### config.mk
export PLATFORM = sky130hd
export DESIGN_NAME = seq_divider_4_bit
export DESIGN_NICKNAME = d
export VERILOG_FILES = /design/src/rtl/div_pkg.sv /design/src/rtl/rca_4_bit.sv /design/src/rtl/seq_divider_4_bit.sv
export SDC_FILE = /design/constraint.sdc
export NUM_CORES = 1
export LEC_CHECK = 0
export BUFFER_PORTS_ARGS = -buffer_cell sky130_fd_sc_hd__buf_2
export CAP_MARGIN = 30
export CORE_MARGIN = 2
export CORE_UTILIZATION = 50
export DETAILED_ROUTE_END_ITERATION = 7
export GPL_ROUTABILITY_DRIVEN = 1
export PLACE_DENSITY = 0.79
export SYNTH_ARGS = -nofsm -noshare
export SYNTH_HDL_FRONTEND = slang
export SYNTH_SLANG_ARGS = --single-unit
### constraint.sdc
create_clock -name clk -period 2.9 [get_ports clk]
set_clock_uncertainty 0.1 [all_clocks]
set_input_delay 0.29 -clock clk [delete_from_list [all_inputs] [get_ports clk]]
set_output_delay 0.29 -clock clk [all_outputs]
set_load 0.02 [all_outputs]
### src/rtl/div_pkg.sv
// div_pkg: shared state encodings and sizing constants for the sequential divider.
package div_pkg;
  typedef enum logic [1:0] {
    IDLE = 2'd0,
    RUN  = 2'd1,
    DONE = 2'd2
  } state_e;
  localparam int WIDTH      = 4;
  localparam int ITERATIONS = 4;
endpackage

### src/rtl/rca_4_bit.sv
// rca_4_bit: 4-bit ripple-carry adder.
module rca_4_bit (
  input  logic [3:0] a,
  input  logic [3:0] b,
  input  logic       cin,
  output logic       cout,
  output logic [3:0] sum
);
  logic [4:0] c;
  assign c[0] = cin;
  for (genvar i = 0; i < 4; i++) begin : g_fa
    assign sum[i]   = a[i] ^ b[i] ^ c[i];
    assign c[i + 1] = (a[i] & b[i]) | (c[i] & (a[i] ^ b[i]));
  end
  assign cout = c[4];
endmodule

### src/rtl/seq_divider_4_bit.sv
// seq_divider_4_bit: 4-bit restoring divider, one quotient bit per RUN cycle,
// fixed latency of five edges from the accepting edge to done.
module seq_divider_4_bit #(
  parameter int WIDTH = 4
) (
  input  logic             clk,
  input  logic             rst_n,
  input  logic             start,
  input  logic [WIDTH-1:0] dividend,
  input  logic [WIDTH-1:0] divisor,
  output logic             busy,
  output logic             done,
  output logic [WIDTH-1:0] quotient,
  output logic [WIDTH-1:0] remainder,
  output logic             div_by_zero
);
  import div_pkg::*;
  state_e           state_q, state_d;
  logic [WIDTH-1:0] q_q, q_d, r_q, r_d, d_q, d_d;
  logic [1:0]       cnt_q, cnt_d;
  logic             dbz_q, dbz_d;
  logic [3:0]       shifted, diff;
  logic             cout, fits;
  assign shifted = {r_q[2:0], q_q[3]};
  rca_4_bit u_rca (
    .a   (shifted),
    .b   (~d_q),
    .cin (1'b1),
    .cout(cout),
    .sum (diff)
  );
  // R[3] is the 5th bit of the shifted remainder, so the subtract always fits when set
  assign fits = r_q[3] | cout;
  always_comb begin
    state_d = state_q;
    q_d     = q_q;
    r_d     = r_q;
    d_d     = d_q;
    cnt_d   = cnt_q;
    dbz_d   = dbz_q;
    case (state_q)
      IDLE: if (start) begin
        q_d     = dividend;
        r_d     = '0;
        d_d     = divisor;
        cnt_d   = '0;
        dbz_d   = (divisor == '0);
        state_d = RUN;
      end
      RUN: begin
        q_d     = {q_q[2:0], fits};
        r_d     = fits ? diff : shifted;
        cnt_d   = cnt_q + 2'd1;
        state_d = (cnt_q == 2'(ITERATIONS - 1)) ? DONE : RUN;
      end
      default: state_d = IDLE;
    endcase
  end
  always_ff @(posedge clk or negedge rst_n) begin
    if (!rst_n) begin
      state_q <= IDLE;
      q_q     <= '0;
      r_q     <= '0;
      d_q     <= '0;
      cnt_q   <= '0;
      dbz_q   <= 1'b0;
    end else begin
      state_q <= state_d;
      q_q     <= q_d;
      r_q     <= r_d;
      d_q     <= d_d;
      cnt_q   <= cnt_d;
      dbz_q   <= dbz_d;
    end
  end
  assign busy        = (state_q != IDLE);
  assign done        = (state_q == DONE);
  assign quotient    = q_q;
  assign remainder   = r_q;
  assign div_by_zero = dbz_q;
endmodule
==> impl_metrics.toml <==
[setup_path]
r2r_slack_ns = 0.36
startpoint_type = "register"
end_kind = "register"
path_buf_inv = 1
critical_path.top_delay_family = "adder cells"
cp_slowest_cell = "dfrtp_1"
cp.required_ns = 2.99
crit_chain = "inv_1 -> ha_1 -> fa_1 -> fa_1 -> fa_1 -> nand2b_1 -> nor2_1 -> o32ai_1"
critPathKind = "reg2reg"
cpMostUsedCell = "fa_1"
worstPathMaxFanout = 9
reg2reg_depth = 8
reg2reg_from = "quotient[3]"
cp_num_cells = 8
crit_path_max_incr_delay_ns = 0.39
arrival_ns = 2.63
r2r-end = "remainder[2]"

[logic_synthesis]
synthesis.area_sq_um = 868.3
ys_seq_elements = 17
seq_area_frac_synth = 0.4899
syn-instance-count = 79
yosys_warnings = 0
syn_avg_cell_area_sq_um = 10.99
syn_nets = 95
yosysUniqueCellTypes = 23

[cells_and_area]
final_core_util = 0.6052
final_net_count = 119
multiInputGateArea_sq_um = 396.6
final-seq-area_sq_um = 425.4
diodes = 0
fin_cells = 119
syn2layout_area_growth_pct = 16.43
drive_gt1_frac = 0.3235
fillCellCount = 130

[drt]
ant_nets = 0
vias_per_cell = 5.546
drtPass1Iterations = 4
vias = 660
routed_wl_mm = 1.567
wl_per_cell_um = 13.17
route.detailed.drc = 0
first_iter_violations = 8

[sta]
finalSetupViolCount = 0
final_hold_viol_count = 0
fin_crit_ns = 2.540
holdWs_ns = 0.1528
timing.final.ws_setup_ns = 0.3604
slew_headroom = 0.6450
drv_slew = 0
tightest_slew_ns = 0.5314
max_freq_mhz = 393.8
tns_ns = 0
rsz0062_at_grt = "false"
fin_crit_sh = 0.8757

[power_and_ir_drop]
power_density_nw_per_um2 = 1228
peakVddDrop_uv = 544.2
p_leak_nw = 0.4969

[global_route]
track_usage = 0.1830
grt_pass1_wl_mm = 2.635
grt_max_degree = 18
antenna_found_initial = 0
grt_pass1_vias = 610
overflow = 0

[min_path]
hold_path.class = "in2reg"
min_to = "d_q[0]"
min_delay_path_depth = 2
min_from = "divisor[0]"

[clock_tree]
cts_tree = "yes"
cts.path.max_buffers = 2
clk_latency_ns = 0.28
clock-sinks = 17
cts_htree_levels = 1
clkTransAtPathRegs_ns = 0.09
post_cts_buffers = 0
root_buffer = "clkbuf_4"
cts_resized = 0
cts_made_buffers = 3

[die]
start_util = 0.5199
fp-row-count = 15
dieArea_sq_um = 2086
die_h_um = 45.68
num_io_pins = 22
die-width_um = 45.68
core_area_sq_um = 1670

[placement]
dp_hpwl_mm = 1.189
dp.cells = 114
post-place-ws_ns = 0.3579
port_buffers = 21
gp_congestion = 0.7613

[job]
maxCapViolations = 0

[outcome]
status = "finished clean"
-- kinds of logic (layout without fill, tap and decap cells) --
kind of cell             count (synthesis)  count (layout)  share of synthesized area
flip-flops                              17              17                     0.4899
AO/OA/AOI/OAI                           16              16                     0.1254
AND/OR/NAND/NOR                         26              26                     0.1686
adder cells (fa/ha/maj)                  5               5                    0.09798
buffers and inverters                   10              33                    0.05331
multiplexers                             5               5                    0.06484
-- how the worst max path moves through the flow --
stage | to | slack, ns | start
floorplan | remainder[0] | 0.29 | quotient[3]
global placement | remainder[2] | 0.42 | quotient[3]
detailed placement | remainder[2] | 0.36 | quotient[3]
CTS | remainder[2] | 0.34 | quotient[3]
global route | remainder[2] | 0.16 | quotient[3]
finish | remainder[2] | 0.36 | quotient[3]
-- layout make-up --
cell class / instances / share of cell area
well taps: 17 / 0.02104
clock buffers: 4 / 0.02599
multi-input cells: 52 / 0.3923
repair buffers: 22 / 0.1139
flip-flops and latches: 17 / 0.4208
inverters: 7 / 0.02599
-- state kept, by name (all words and copies together), names as in the netlist --
signal,flops
div_by_zero,1
quotient,4
d_q,4
state_q,2
cnt_q,2
remainder,4
-- synth_stat cells, drive strengths merged --
library cell | n | area share
and2b | 2 | 0.020
ha | 2 | 0.029
a22oi | 4 | 0.035
nand2b | 2 | 0.014
o32ai | 3 | 0.030
o22ai | 2 | 0.014
inv | 7 | 0.030
and2 | 4 | 0.029
mux2 | 5 | 0.065
nor2 | 6 | 0.045
o31ai | 1 | 0.0086
fa | 3 | 0.069
nand2 | 10 | 0.043
o21bai | 1 | 0.0086
nor4 | 1 | 0.0072
clkbuf | 1 | 0.0043
dfrtp | 17 | 0.49
buf | 2 | 0.019
o21ai | 5 | 0.029
or2 | 1 | 0.010
-- per-stage QoR --
stage               area, sq um  power [mW]
floorplan                 868.3      0.9695
global placement          974.7       1.112
CTS                        1011       1.256
detailed placement        974.7       1.126
finish                     1011       1.242
global route               1011       1.381
-- layer usage --
metal | up-vias | global-route usage | part of all wire
met5 | - | 0 | 0
met4 | 0 | 0.1059 | 0.020
met3 | 4 | 0.03571 | 0.047
met2 | 24 | 0.2845 | 0.47
met1 | 315 | 0.2359 | 0.46
li1 | 317 | - | -
-- what timing repair did --
action,in CTS,in global routing
endpoints found under the setup margin,0,0
hold buffers,1,0
endpoints found under the hold margin,17,0
-- power breakdown --
group	internal (mW)	switching (mW)	total [mW]
combinational	0.289	0.377	0.666
sequential	0.355	0.0980	0.453
clock	0.0534	0.0689	0.122
total	0.698	0.544	1.24
-- placed cells by master (no fill, tap or decap) --
cell type / netlist / layout
o32ai_1: 3 / 3
nor2_1: 5 / 5
nor4_1: 1 / 1
fa_1: 3 / 3
buf_2: 1 / 21
o21bai_1: 1 / 1
o21ai_0: 5 / 5
or2_4: 1 / 1
clkbuf_4: 0 / 3
and2_1: 2 / 2
mux2_2: 5 / 5
a22oi_1: 4 / 4
nor2_8: 1 / 1
inv_1: 7 / 7
ha_1: 2 / 2
nand2_1: 10 / 10
and2b_2: 2 / 2
o31ai_1: 1 / 1
clkbuf_1: 1 / 1
and2_0: 2 / 2
o22ai_1: 2 / 2
dlygate4sd3_1: 0 / 1
dfrtp_1: 17 / 17
nand2b_1: 2 / 2
Power figures use the tool's default switching activity.
